[config.mk]
export PLATFORM = sky130hd
export DESIGN_NAME = mips_mc_controller_flat
export DESIGN_NICKNAME = d
export VERILOG_FILES = /design/src/rtl/mips_mc_pkg.sv /design/src/rtl/mips_mc_controller_if.sv /design/src/rtl/mc_aludec.sv /design/src/rtl/mips_mc_controller.sv /design/src/flat_wrapper.sv
export SDC_FILE = /design/constraint.sdc
export NUM_CORES = 1
export LEC_CHECK = 0
export ABC_AREA = 1
export BUFFER_PORTS_ARGS = -buffer_cell sky130_fd_sc_hd__buf_2
export CORE_MARGIN = 3
export CORE_UTILIZATION = 50
export CTS_BUF_LIST = sky130_fd_sc_hd__clkbuf_8
export DETAILED_ROUTE_END_ITERATION = 7
export PLACE_DENSITY = 0.92
export SYNTH_ARGS = -nofsm -noshare
export SYNTH_HDL_FRONTEND = slang
export SYNTH_HIERARCHICAL = 1
export SYNTH_SLANG_ARGS = --single-unit
[constraint.sdc]
create_clock -name clk -period 2.6 [get_ports clk]
set_input_delay 0.13 -clock clk [delete_from_list [all_inputs] [get_ports clk]]
set_output_delay 0.13 -clock clk [all_outputs]
set_load 0.01 [all_outputs]
[src/rtl/mips_mc_pkg.sv]
// Shared types and encodings for the multicycle MIPS controller:
// state enum, opcode/funct values, ALU codes and datapath mux encodings.
package mips_mc_pkg;

    localparam int unsigned STATE_W = 4;
    localparam int unsigned OP_W    = 6;
    localparam int unsigned FUNCT_W = 6;
    localparam int unsigned ALUC_W  = 3;
    localparam int unsigned SEL_W   = 2;

    typedef enum logic [STATE_W-1:0] {
        S_FETCH    = 4'd0,
        S_DECODE   = 4'd1,
        S_MEMADR   = 4'd2,
        S_MEMRD    = 4'd3,
        S_MEMWB    = 4'd4,
        S_MEMWR    = 4'd5,
        S_EXECUTE  = 4'd6,
        S_ALUWB    = 4'd7,
        S_BRANCH   = 4'd8,
        S_ADDIEXEC = 4'd9,
        S_ADDIWB   = 4'd10,
        S_JUMP     = 4'd11
    } state_t;

    typedef enum logic [1:0] {
        ALUOP_ADD   = 2'b00,
        ALUOP_SUB   = 2'b01,
        ALUOP_FUNCT = 2'b10
    } aluop_t;

    localparam logic [OP_W-1:0] OP_LW    = 6'b100011;
    localparam logic [OP_W-1:0] OP_SW    = 6'b101011;
    localparam logic [OP_W-1:0] OP_RTYPE = 6'b000000;
    localparam logic [OP_W-1:0] OP_BEQ   = 6'b000100;
    localparam logic [OP_W-1:0] OP_ADDI  = 6'b001000;
    localparam logic [OP_W-1:0] OP_J     = 6'b000010;

    localparam logic [FUNCT_W-1:0] F_ADD = 6'b100000;
    localparam logic [FUNCT_W-1:0] F_SUB = 6'b100010;
    localparam logic [FUNCT_W-1:0] F_AND = 6'b100100;
    localparam logic [FUNCT_W-1:0] F_OR  = 6'b100101;
    localparam logic [FUNCT_W-1:0] F_SLT = 6'b101010;

    localparam logic [ALUC_W-1:0] ALUC_AND = 3'b000;
    localparam logic [ALUC_W-1:0] ALUC_OR  = 3'b001;
    localparam logic [ALUC_W-1:0] ALUC_ADD = 3'b010;
    localparam logic [ALUC_W-1:0] ALUC_SUB = 3'b110;
    localparam logic [ALUC_W-1:0] ALUC_SLT = 3'b111;

    localparam logic [SEL_W-1:0] SRCB_B     = 2'b00;
    localparam logic [SEL_W-1:0] SRCB_FOUR  = 2'b01;
    localparam logic [SEL_W-1:0] SRCB_IMM   = 2'b10;
    localparam logic [SEL_W-1:0] SRCB_IMMSH = 2'b11;

    localparam logic [SEL_W-1:0] PCSRC_ALU    = 2'b00;
    localparam logic [SEL_W-1:0] PCSRC_ALUOUT = 2'b01;
    localparam logic [SEL_W-1:0] PCSRC_JUMP   = 2'b10;

endpackage

[src/rtl/mips_mc_controller_if.sv]
// Controller <-> multicycle datapath signal bundle: decode fields and
// handshake in, mux selects and write enables out.
interface mips_mc_controller_if;
    import mips_mc_pkg::*;

    logic [OP_W-1:0]    op;
    logic [FUNCT_W-1:0] funct;
    logic               zero;
    logic               mem_ready;

    logic               pcen;
    logic               iord;
    logic               memwrite;
    logic               irwrite;
    logic               regdst;
    logic               memtoreg;
    logic               regwrite;
    logic               alusrca;
    logic [SEL_W-1:0]   alusrcb;
    logic [SEL_W-1:0]   pcsrc;
    logic [ALUC_W-1:0]  alucontrol;
    state_t             state;

    modport master (
        input  op, funct, zero, mem_ready,
        output pcen, iord, memwrite, irwrite, regdst, memtoreg, regwrite,
               alusrca, alusrcb, pcsrc, alucontrol, state
    );

    modport slave (
        output op, funct, zero, mem_ready,
        input  pcen, iord, memwrite, irwrite, regdst, memtoreg, regwrite,
               alusrca, alusrcb, pcsrc, alucontrol, state
    );

endinterface

[src/rtl/mc_aludec.sv]
// ALU decoder: fixed add/sub for address and branch work, funct decode
// for R-type; anything unrecognised falls back to add.
module mc_aludec
    import mips_mc_pkg::*;
(
    input  aluop_t              aluop,
    input  logic [FUNCT_W-1:0]  funct,
    output logic [ALUC_W-1:0]   alucontrol
);

    always_comb begin
        alucontrol = ALUC_ADD;
        case (aluop)
            ALUOP_ADD: alucontrol = ALUC_ADD;
            ALUOP_SUB: alucontrol = ALUC_SUB;
            ALUOP_FUNCT: begin
                case (funct)
                    F_ADD:   alucontrol = ALUC_ADD;
                    F_SUB:   alucontrol = ALUC_SUB;
                    F_AND:   alucontrol = ALUC_AND;
                    F_OR:    alucontrol = ALUC_OR;
                    F_SLT:   alucontrol = ALUC_SLT;
                    default: alucontrol = ALUC_ADD;
                endcase
            end
            default: alucontrol = ALUC_ADD;
        endcase
    end

endmodule

[src/rtl/mips_mc_controller.sv]
// Multicycle MIPS control unit: Moore FSM sequencing the shared-memory
// datapath, stalling in FETCH/MEMRD/MEMWR until the memory is ready.
module mips_mc_controller
    import mips_mc_pkg::*;
(
    input  logic                 clk,
    input  logic                 reset,
    mips_mc_controller_if.master bus
);

    state_t            state_q;
    state_t            state_d;
    aluop_t            aluop;
    logic              pcwrite_c;
    logic              branch_c;
    logic              irwrite_c;
    logic              memwrite_c;
    logic              regwrite_c;
    logic              iord;
    logic              regdst;
    logic              memtoreg;
    logic              alusrca;
    logic [SEL_W-1:0]  alusrcb;
    logic [SEL_W-1:0]  pcsrc;
    logic [ALUC_W-1:0] alucontrol;

    // Reset returns straight to FETCH so a half-done instruction is abandoned.
    always_ff @(posedge clk or negedge reset) begin
        if (!reset) state_q <= S_FETCH;
        else        state_q <= state_d;
    end

    always_comb begin
        state_d    = state_q;
        pcwrite_c  = 1'b0;
        branch_c   = 1'b0;
        irwrite_c  = 1'b0;
        memwrite_c = 1'b0;
        regwrite_c = 1'b0;
        iord       = 1'b0;
        regdst     = 1'b0;
        memtoreg   = 1'b0;
        alusrca    = 1'b0;
        alusrcb    = SRCB_B;
        pcsrc      = PCSRC_ALU;
        aluop      = ALUOP_ADD;

        case (state_q)
            S_FETCH: begin
                alusrcb = SRCB_FOUR;
                if (bus.mem_ready) begin
                    irwrite_c = 1'b1;
                    pcwrite_c = 1'b1;
                    state_d   = S_DECODE;
                end
            end
            S_DECODE: begin
                alusrcb = SRCB_IMMSH;
                case (bus.op)
                    OP_LW, OP_SW: state_d = S_MEMADR;
                    OP_RTYPE:     state_d = S_EXECUTE;
                    OP_BEQ:       state_d = S_BRANCH;
                    OP_ADDI:      state_d = S_ADDIEXEC;
                    OP_J:         state_d = S_JUMP;
                    default:      state_d = S_FETCH;
                endcase
            end
            S_MEMADR: begin
                alusrca = 1'b1;
                alusrcb = SRCB_IMM;
                state_d = (bus.op == OP_LW) ? S_MEMRD : S_MEMWR;
            end
            S_MEMRD: begin
                iord = 1'b1;
                if (bus.mem_ready) state_d = S_MEMWB;
            end
            S_MEMWB: begin
                memtoreg   = 1'b1;
                regwrite_c = 1'b1;
                state_d    = S_FETCH;
            end
            S_MEMWR: begin
                iord       = 1'b1;
                memwrite_c = 1'b1;
                if (bus.mem_ready) state_d = S_FETCH;
            end
            S_EXECUTE: begin
                alusrca = 1'b1;
                aluop   = ALUOP_FUNCT;
                state_d = S_ALUWB;
            end
            S_ALUWB: begin
                regdst     = 1'b1;
                regwrite_c = 1'b1;
                state_d    = S_FETCH;
            end
            S_BRANCH: begin
                alusrca  = 1'b1;
                aluop    = ALUOP_SUB;
                pcsrc    = PCSRC_ALUOUT;
                branch_c = 1'b1;
                state_d  = S_FETCH;
            end
            S_ADDIEXEC: begin
                alusrca = 1'b1;
                alusrcb = SRCB_IMM;
                state_d = S_ADDIWB;
            end
            S_ADDIWB: begin
                regwrite_c = 1'b1;
                state_d    = S_FETCH;
            end
            S_JUMP: begin
                pcsrc     = PCSRC_JUMP;
                pcwrite_c = 1'b1;
                state_d   = S_FETCH;
            end
            default: state_d = S_FETCH;
        endcase
    end

    mc_aludec u_aludec (
        .aluop      (aluop),
        .funct      (bus.funct),
        .alucontrol (alucontrol)
    );

    // Write enables are held off for the whole time reset is low.
    assign bus.pcen       = reset & (pcwrite_c | (branch_c & bus.zero));
    assign bus.irwrite    = reset & irwrite_c;
    assign bus.memwrite   = reset & memwrite_c;
    assign bus.regwrite   = reset & regwrite_c;
    assign bus.iord       = iord;
    assign bus.regdst     = regdst;
    assign bus.memtoreg   = memtoreg;
    assign bus.alusrca    = alusrca;
    assign bus.alusrcb    = alusrcb;
    assign bus.pcsrc      = pcsrc;
    assign bus.alucontrol = alucontrol;
    assign bus.state      = state_q;

endmodule
[src/flat_wrapper.sv]
// flat-port wrapper written by rule: the top's interface ports become plain ports
module mips_mc_controller_flat import mips_mc_pkg::*;
  (clk, reset, bus_op, bus_funct, bus_zero, bus_mem_ready, bus_pcen, bus_iord, bus_memwrite, bus_irwrite, bus_regdst, bus_memtoreg, bus_regwrite, bus_alusrca, bus_alusrcb, bus_pcsrc, bus_alucontrol, bus_state);
  mips_mc_controller_if bus_i ();
  input  logic clk;
  input  logic reset;
  input wire logic [$bits(bus_i.op)-1:0] bus_op;
  input wire logic [$bits(bus_i.funct)-1:0] bus_funct;
  input wire logic [$bits(bus_i.zero)-1:0] bus_zero;
  input wire logic [$bits(bus_i.mem_ready)-1:0] bus_mem_ready;
  output wire logic [$bits(bus_i.pcen)-1:0] bus_pcen;
  output wire logic [$bits(bus_i.iord)-1:0] bus_iord;
  output wire logic [$bits(bus_i.memwrite)-1:0] bus_memwrite;
  output wire logic [$bits(bus_i.irwrite)-1:0] bus_irwrite;
  output wire logic [$bits(bus_i.regdst)-1:0] bus_regdst;
  output wire logic [$bits(bus_i.memtoreg)-1:0] bus_memtoreg;
  output wire logic [$bits(bus_i.regwrite)-1:0] bus_regwrite;
  output wire logic [$bits(bus_i.alusrca)-1:0] bus_alusrca;
  output wire logic [$bits(bus_i.alusrcb)-1:0] bus_alusrcb;
  output wire logic [$bits(bus_i.pcsrc)-1:0] bus_pcsrc;
  output wire logic [$bits(bus_i.alucontrol)-1:0] bus_alucontrol;
  output wire logic [$bits(bus_i.state)-1:0] bus_state;
  assign bus_i.op = bus_op;
  assign bus_i.funct = bus_funct;
  assign bus_i.zero = bus_zero;
  assign bus_i.mem_ready = bus_mem_ready;
  assign bus_pcen = bus_i.pcen;
  assign bus_iord = bus_i.iord;
  assign bus_memwrite = bus_i.memwrite;
  assign bus_irwrite = bus_i.irwrite;
  assign bus_regdst = bus_i.regdst;
  assign bus_memtoreg = bus_i.memtoreg;
  assign bus_regwrite = bus_i.regwrite;
  assign bus_alusrca = bus_i.alusrca;
  assign bus_alusrcb = bus_i.alusrcb;
  assign bus_pcsrc = bus_i.pcsrc;
  assign bus_alucontrol = bus_i.alucontrol;
  assign bus_state = bus_i.state;
  mips_mc_controller u_core (.clk(clk), .reset(reset), .bus(bus_i));
endmodule
==> flow_summary.toml, run 1 <==
[die]
die_h_um = 43.0
start_util_pct = 57.1
die_area_um2 = 1850
die_x_um = 43.0
num_rows = 12
placeableCoreArea_um2 = 1200
ios = 35

[layout]
diodes = 0
largest_reg_flops = 4
final_nets = 191
finalInstanceArea_um2 = 917
num-fill-cells = 94
drive_gt1_share_pct = 30.4
area_growth_pct = 33.8

[timing]
slew_viol_final = 0
whs_ns = 0.269
setup_viol = 0
max_freq_mhz = 475
finalCritPeriodShare_pct = 81.0
timing.slew.headroom_pct = 80.7
finalHoldViolCount = 0
fin_setup_tns_ns = 0
timing.final.ws_setup_ns = 0.494
fin_skew_ns = 0.00314
period_needed_ns = 2.11
worst_slew_pin_slew_ns = 0.289
rsz0062_at_grt = "false"

[synth]
synthesis.area_um2 = 686
ys_seq_area_share_pct = 14.6
synth_ff_type = "dfrtp_1"
synth_cells = 134
syn-num-nets = 152
synth_area_leaders = "nand2_1, inv_1, dfrtp_1"
yosysTopAreaCell = "nand2_1"
synth_top_area_share_pct = 19.2
ys_warn_count = 6
async_flop_share_pct = 100
synth_edf_count = 0
synth_cell_type_count = 19
yosys_register_bits = 4
synth.avg_cell_area_um2 = 5.12

[hold_path]
hold_depth = 4
holdCritPathClass = "primary input to flip-flop"

[setup_path]
critPathKind = "flip-flop to output port"
cp.arrival_ns = 1.98
rr_worst_depth = 7
end_kind = "output port"
worstPathRequired_ns = 2.47
start_kind = "flip-flop"
path_max_fanout = 7

[grt]
grt_first_pass_wirelength_um = 3140
grt_max_degree = 8
antenna_found_initial = 0
gr-total-overflow = 0
track_usage_pct = 21.9
grt_pass1_vias = 759

[placement]
place.port_buffers = 34
place_congestion = 0.927
place_area_um2 = 866
dp_hpwl_um = 1560
pre_cts_ws_ns = 0.716

[power_and_ir_drop]
power.leakage_nw = 0.583
max-vdd-ir-drop_mv = 0.601
power.density_nw_per_um2 = 569
p_total_w = 0.000521

[routing]
num_vias = 909
ant_nets = 0
routed_wl_um = 1950
drc = 0
routedWlPerCell_um = 10.5
drt_iter0_markers = 30
via_per_inst = 4.91
drt_pass1_iterations = 4

[clocking]
clk_path_buf_depth = 2
cts-buffers-inserted = 3
ctsHoldBuffers = 1
insertion_delay_ns = 0.22
cts.sinks = 4
cts_resized = 0
tritoncts = "done"
cts-root-buf = "clkbuf_8"
cts.clk_slew.worst_paths_ns = 0.03
h-tree-depth = 1
cts_setup_buffers = 0

[run]
cap_violations = 0

[run_status]
status = "finished, final reports clean"
[final cells by class]
class,instances,area (um2),area share [%]
multi-input cells,98,462,50.3
repair buffers,35,180,19.6
inverters,31,116,12.7
flip-flops and latches,4,100,10.9
clock buffers,3,41.3,4.50
well taps,14,17.5,1.91
[cells in the final DEF, fill, tap and decap left out]
cell,n
a21oi_1,3
a31oi_1,1
buf_2,34
clkbuf_8,3
dfrtp_1,4
dlygate4sd3_1,1
ha_1,2
inv_1,27
inv_2,4
nand2_1,35
nand2_2,2
nand3_1,11
nand3b_1,1
nand4_1,1
nor2_1,26
nor2_2,7
nor2_4,2
o21a_1,1
o21ai_0,2
o21ai_1,3
or2_1,1
[synth_stat cells, types with 2 or more instances]
| library cell | count |
|---|---|
| nor2_4 | 2 |
| ha_1 | 2 |
| o21ai_0 | 2 |
| inv_1 | 27 |
| nand2_2 | 2 |
| nand2_1 | 35 |
| nand3_1 | 11 |
| nor2_2 | 7 |
| inv_2 | 4 |
| o21ai_1 | 3 |
| nor2_1 | 26 |
| dfrtp_1 | 4 |
| a21oi_1 | 3 |
[worst paths after layout]
| kind | from | end | slack, ns |
|---|---|---|---|
| max reg2reg | u_core/bus.state[2]$_DFFE_PN0P_ | u_core/bus.state[0]$_DFFE_PN0P_ | 1.33 |
| max in group asynchronous | reset | u_core/bus.state[0]$_DFFE_PN0P_ | 2.18 |
| min | bus_op[3] | u_core/bus.state[3]$_DFFE_PN0P_ | 0.27 |
| min in group asynchronous | reset | u_core/bus.state[2]$_DFFE_PN0P_ | 0.28 |
| max | u_core/bus.state[1]$_DFFE_PN0P_ | bus_alucontrol[0] | 0.49 |
| min reg2reg | u_core/bus.state[1]$_DFFE_PN0P_ | u_core/bus.state[2]$_DFFE_PN0P_ | 0.74 |
[stage by stage]
stage	instances	util (%)
after floorplan	134	-
after global placement	181	72.1
after detailed placement	181	72.1
after CTS	185	76.4
after global routing	185	76.4
final	185	76.4
[power by group]
group          internal [W]  total (W)  leakage [nW]  switching (W)
logic              0.000100   0.000293         0.508       0.000193
clock network     0.0000986   0.000130        0.0216      0.0000318
registers         0.0000777  0.0000978        0.0536      0.0000201
total              0.000277   0.000521         0.583       0.000245
[critical path: stages, from the launching register on]
cell and delay, ns:
dfrtp_1 0.45, nor2_1 0.19, inv_1 0.10, nor2_2 0.18
inv_1 0.06, ha_1 0.32, or2_1 0.23, a21oi_1 0.10
buf_2 0.14
[layer usage]
| layer | global-route usage [%] | part of all wire (%) | vias up |
|---|---|---|---|
| met5 | 0 | 0 | - |
| met3 | 2.12 | 7.7 | 2 |
| li1 | - | - | 473 |
| met4 | 9.04 | 1.1 | 0 |
| met1 | 26.8 | 40 | 388 |
| met2 | 38.3 | 51 | 46 |
[cell families (layout without fill, tap and decap cells)]
kind of cell	after synthesis	in the layout	synth area share, %
buf+inv	32	69	18.1
flops	4	4	14.6
fa+ha+maj	2	2	3.65
compound gates	10	10	7.85
simple gates	86	86	55.8
(Power assumes the default switching activity.)
==> inputs of run 2 (changes only) <==
--- a/config.mk
+++ b/config.mk
@@ -8,10 +8,10 @@
 export ABC_AREA = 1
 export BUFFER_PORTS_ARGS = -buffer_cell sky130_fd_sc_hd__buf_2
 export CORE_MARGIN = 3
-export CORE_UTILIZATION = 50
+export CORE_UTILIZATION = 46
 export CTS_BUF_LIST = sky130_fd_sc_hd__clkbuf_8
 export DETAILED_ROUTE_END_ITERATION = 7
-export PLACE_DENSITY = 0.92
+export PLACE_DENSITY = 0.86
 export SYNTH_ARGS = -nofsm -noshare
 export SYNTH_HDL_FRONTEND = slang
 export SYNTH_HIERARCHICAL = 1
==> constraint.sdc (replaced) <==
create_clock -name clk -period 2.2 [get_ports clk]
set_input_delay 0.11 -clock clk [delete_from_list [all_inputs] [get_ports clk]]
set_output_delay 0.11 -clock clk [all_outputs]
set_load 0.01 [all_outputs]
==> run 2 against run 1 <==
Against the previous run:
- critical endpoint unchanged
- non-clock buffer count stayed put
- clock power is 17% higher
- die area is 7.5% higher
==> flow_summary.toml, run 2 (synthesis gave the netlist of run 1 again) <==
[power_and_ir_drop]
power.leakage_nw = 0.583
power.density_nw_per_um2 = 657
max-vdd-ir-drop_mv = 0.612
p_total_w = 0.000603

[timing]
worst_slew_pin_slew_ns = 0.267
fin_skew_ns = 0.000253
max_freq_mhz = 486
slew_viol_final = 0
timing.final.ws_setup_ns = 0.141
whs_ns = 0.236
setup_viol = 0
rsz0062_at_grt = "false"
timing.slew.headroom_pct = 82.1
period_needed_ns = 2.06
finalCritPeriodShare_pct = 93.6
fin_setup_tns_ns = 0
finalHoldViolCount = 0

[setup_path]
critPathKind = "flip-flop to output port"
critPathMaxStageDelay_ns = 0.44
crit_top_cell = "inv_1"
worstPathRequired_ns = 2.09
path_cells = "nor2_1 > inv_1 > nor2_2 > inv_1 > ha_1 > or2_1 > a21oi_1 > buf_2"
start_kind = "flip-flop"
cp-startpoint = "u_core/bus.state[1]$_DFFE_PN0P_"
path_max_fanout = 7
cp.arrival_ns = 1.95
slowest_stage = "dfrtp_1"
path_buf_inv = 3
reg2reg_from = "u_core/bus.state[3]$_DFFE_PN0P_"
path_delay_family = "simple AND/OR/NAND/NOR gates"
end_kind = "output port"

[layout]
largest_reg_flops = 4
num-fill-cells = 135
multi_input_area_um2 = 462
layout_common_cells = "nand2_1, buf_2, inv_1"
diodes = 0
final_common_cell = "nand2_1"
seq_area_um2 = 100
final_nets = 191
area_growth_pct = 33.9
finalInstanceArea_um2 = 918
drive_gt1_share_pct = 30.4

[grt]
grt_first_pass_wirelength_um = 2900
antenna_found_initial = 0
track_usage_pct = 19.3
gr-total-overflow = 0
grt_pass1_vias = 785
grt_max_degree = 8

[die]
die_h_um = 44.6
die_x_um = 44.6
placeableCoreArea_um2 = 1350
die_area_um2 = 1990
start_util_pct = 50.8
num_rows = 13
ios = 35

[clocking]
cts-buffers-inserted = 3
cts_resized = 0
ctsHoldBuffers = 1
cts_setup_buffers = 0
insertion_delay_ns = 0.21
cts.sinks = 4
tritoncts = "done"
clk_path_buf_depth = 2
cts-root-buf = "clkbuf_8"
h-tree-depth = 1
cts.clk_slew.worst_paths_ns = 0.03

[routing]
routedWlPerCell_um = 9.59
drc = 0
via_per_inst = 4.84
routed_wl_um = 1780
num_vias = 900
drt_iter0_markers = 21
drt_pass1_iterations = 4
ant_nets = 0

[run_status]
status = "finished, final reports clean"

[run]
cap_violations = 0

[hold_path]
holdCritPathClass = "primary input to flip-flop"
min_from = "bus_mem_ready"

[placement]
dp_hpwl_um = 1520
place_area_um2 = 867
pre_cts_ws_ns = 0.383
place_congestion = 0.887
place.port_buffers = 34
## run 2: worst min-delay path, cell delays in order
cell	delay (ns)
buf_2	0.09
inv_1	0.05
nand3_1	0.10
nand2_1	0.06
## run 2: power by group
group          switching, W  internal, W
sequential        0.0000237    0.0000918
combinational      0.000217     0.000119
clock             0.0000360     0.000116
## run 2: final timing paths
| check | endpoint | slack [ns] | cells after the start |
|---|---|---|---|
| worst max-delay path | bus_alucontrol[0] | 0.14 | 8 |
| worst min-delay path | u_core/bus.state[2]$_DFFE_PN0P_ | 0.24 | 4 |
| worst max register to register | u_core/bus.state[0]$_DFFE_PN0P_ | 0.97 | 7 |
| worst min register to register | u_core/bus.state[2]$_DFFE_PN0P_ | 0.73 | 3 |
| max in group asynchronous | u_core/bus.state[0]$_DFFE_PN0P_ | 1.79 | 2 |
| min in group asynchronous | u_core/bus.state[1]$_DFFE_PN0P_ | 0.27 | 2 |
## run 2: metrics by stage
stage               utilization [%]  instances
detailed placement             64.2        182
floorplan                         -        134
finish                         68.0        186
CTS                            68.0        186
global route                   68.0        186
global placement               64.2        182
## run 2: cell type report
| cell class | count | area share (%) |
|---|---|---|
| clock buffer | 3 | 4.50 |
| multi-input combinational | 98 | 50.3 |
| tap | 15 | 2.04 |
| inverter | 31 | 12.7 |
| sequential | 4 | 10.9 |
| timing repair buffer | 35 | 19.6 |
## run 2: layer usage
metal | track usage [%] | vias up | part of all wire (%) | wire (um)
met3 | 4.47 | 0 | 4.9 | 88
met4 | 7.23 | 0 | 0 | 0
met1 | 20.4 | 402 | 41 | 727
met5 | 0 | - | 0 | 0
li1 | - | 473 | - | -
met2 | 36.1 | 25 | 54 | 967
==> inputs of run 3 (changes only) <==
--- a/config.mk
+++ b/config.mk
@@ -11,8 +11,9 @@
 export CORE_UTILIZATION = 46
 export CTS_BUF_LIST = sky130_fd_sc_hd__clkbuf_8
 export DETAILED_ROUTE_END_ITERATION = 7
-export PLACE_DENSITY = 0.86
+export PLACE_DENSITY = 0.81
 export SYNTH_ARGS = -nofsm -noshare
 export SYNTH_HDL_FRONTEND = slang
 export SYNTH_HIERARCHICAL = 1
 export SYNTH_SLANG_ARGS = --single-unit
+export TNS_END_PERCENT = 50
==> run 3 against run 2 <==
Against the previous run:
- die area stayed put
- sequential power about the same
- total power fell by 0.42%
- global-route usage grew 1.9 points
- worst hold slack about the same
- clock power barely moved
- via count shrank 0.78%
- combinational power is essentially flat
- largest cell class unchanged
- largest power group unchanged
==> flow_summary.toml, run 3 (synthesis gave the netlist of run 1 again) <==
[hold_path]
holdCritPathClass = "primary input to flip-flop"

[timing]
fin_setup_tns_ns = 0
worst_slew_pin_slew_ns = 0.268
fin_skew_ns = 0.00208
finalCritPeriodShare_pct = 92.7
setup_viol = 0
finalHoldViolCount = 0
rsz0062_at_grt = "false"
slew_viol_final = 0
period_needed_ns = 2.04
max_freq_mhz = 490
timing.slew.headroom_pct = 82.1
timing.final.ws_setup_ns = 0.160

[die]
start_util_pct = 50.8
placeableCoreArea_um2 = 1350
die_x_um = 44.6
die_h_um = 44.6
die_area_um2 = 1990
num_rows = 13
ios = 35

[power_and_ir_drop]
max-vdd-ir-drop_mv = 0.540
p_int_w = 0.000327
power.density_nw_per_um2 = 654
switchingPower_w = 0.000274
p_sw_share_pct = 45.6
comb_power_share_pct = 56.0
p_seq_share_pct = 19.3
power_frac_clock_pct = 24.7
power.leakage_nw = 0.583

[setup_path]
crit_top_cell = "inv_1"
r2r_setup_slack_ns = 0.98
critPathKind = "flip-flop to output port"
end_kind = "output port"
cp.arrival_ns = 1.93
path_cells = "nor2_1 > inv_1 > nor2_2 > inv_1 > ha_1 > or2_1 > a21oi_1 > buf_2"
path_max_fanout = 7
slowest_stage = "dfrtp_1"
worstPathRequired_ns = 2.09
critPathMaxStageDelay_ns = 0.44
start_kind = "flip-flop"

[grt]
grt_first_pass_wirelength_um = 3110
antenna_found_initial = 0
gr-total-overflow = 0
grt_max_degree = 8
track_usage_pct = 21.2
grt_pass1_vias = 807

[routing]
drc = 0
via_per_inst = 4.80
drt_iter0_markers = 16
ant_nets = 0
routedWlPerCell_um = 9.84
drt_pass1_iterations = 4
num_vias = 893
routed_wl_um = 1830

[placement]
place_congestion = 0.898
place.port_buffers = 34
dp_hpwl_um = 1490
pre_cts_ws_ns = 0.378

[clocking]
cts-buffers-inserted = 3
clk_path_buf_depth = 2
cts.sinks = 4
tritoncts = "done"
cts_setup_buffers = 0
h-tree-depth = 1
insertion_delay_ns = 0.21
cts.clk_slew.worst_paths_ns = 0.03
cts-root-buf = "clkbuf_8"

[layout]
drive_gt1_share_pct = 30.4
area_growth_pct = 33.9
layout_common_cells = "nand2_1, buf_2, inv_1"
largest_reg_flops = 4
final_common_cell = "nand2_1"
diodes = 0
final_nets = 191
utilization_pct = 68.0

[run_status]
status = "finished, final reports clean"

[run]
cap_violations = 0
[run 3: cell counts in the layout (fill, tap and decap cells not counted)]
Identical to the previous run, type by type.
[run 3: what timing repair did]
action	CTS	global route
hold buffers	1	0
endpoints found under the hold margin	4	0
endpoints found under the setup margin	0	0
gates resized for setup	0	0
[run 3: area by class of cell]
cell class	count	area (um2)
clock buffers	3	41.3
fillers	132	432
inverters	31	116
multi-input cells	98	462
flip-flops and latches	4	100
well taps	15	18.8
repair buffers	35	180
[run 3: worst paths after layout]
check,start,to,cells past startpoint
min in group asynchronous,reset,u_core/bus.state[2]$_DFFE_PN0P_,2
max,u_core/bus.state[1]$_DFFE_PN0P_,bus_alucontrol[0],8
min reg2reg,u_core/bus.state[1]$_DFFE_PN0P_,u_core/bus.state[2]$_DFFE_PN0P_,3
max reg2reg,u_core/bus.state[3]$_DFFE_PN0P_,u_core/bus.state[0]$_DFFE_PN0P_,7
min,bus_mem_ready,u_core/bus.state[2]$_DFFE_PN0P_,4
max in group asynchronous,reset,u_core/bus.state[0]$_DFFE_PN0P_,2
[run 3: per-layer routing]
layer	global-route usage, %	vias to the layer above	part of all wire [%]
met5	0	-	0
met4	9.04	0	0.93
li1	-	477	-
met3	3.66	2	3.4
met1	23.7	396	41
met2	38.4	18	55
[run 3: per-stage QoR]
step | area (um2) | std cells | total power (W) | hold slack [ns]
finish | 918 | 186 | 0.000601 | 0.236
global route | 918 | 186 | 0.000654 | 0.248
global placement | 867 | 182 | 0.000443 | -0.0669
CTS | 918 | 186 | 0.000599 | 0.229
detailed placement | 867 | 182 | 0.000443 | -0.0654
floorplan | 686 | 134 | 0.000334 | -0.186
[run 3: critical path, delay by kind of cell, from the launching register on]
| family | cells | cell delay (ns) |
|---|---|---|
| and+or+nand+nor | 3 | 0.56 |
| DFF | 1 | 0.44 |
| adders and majority gates | 1 | 0.32 |
| buffers and inverters | 3 | 0.30 |
| AOI/OAI and AO/OA | 1 | 0.10 |
[run 3: power by group through the flow]
stage | sequential, W | combinational, W | clock [W]
3_3_place_gp | 0.000113 | 0.000330 | 0
2_1_floorplan | 0.000122 | 0.000212 | 0
3_5_place_dp | 0.000116 | 0.000327 | 0
4_1_cts | 0.000115 | 0.000331 | 0.000152
5_1_grt | 0.000119 | 0.000375 | 0.000160
6_report | 0.000116 | 0.000336 | 0.000149
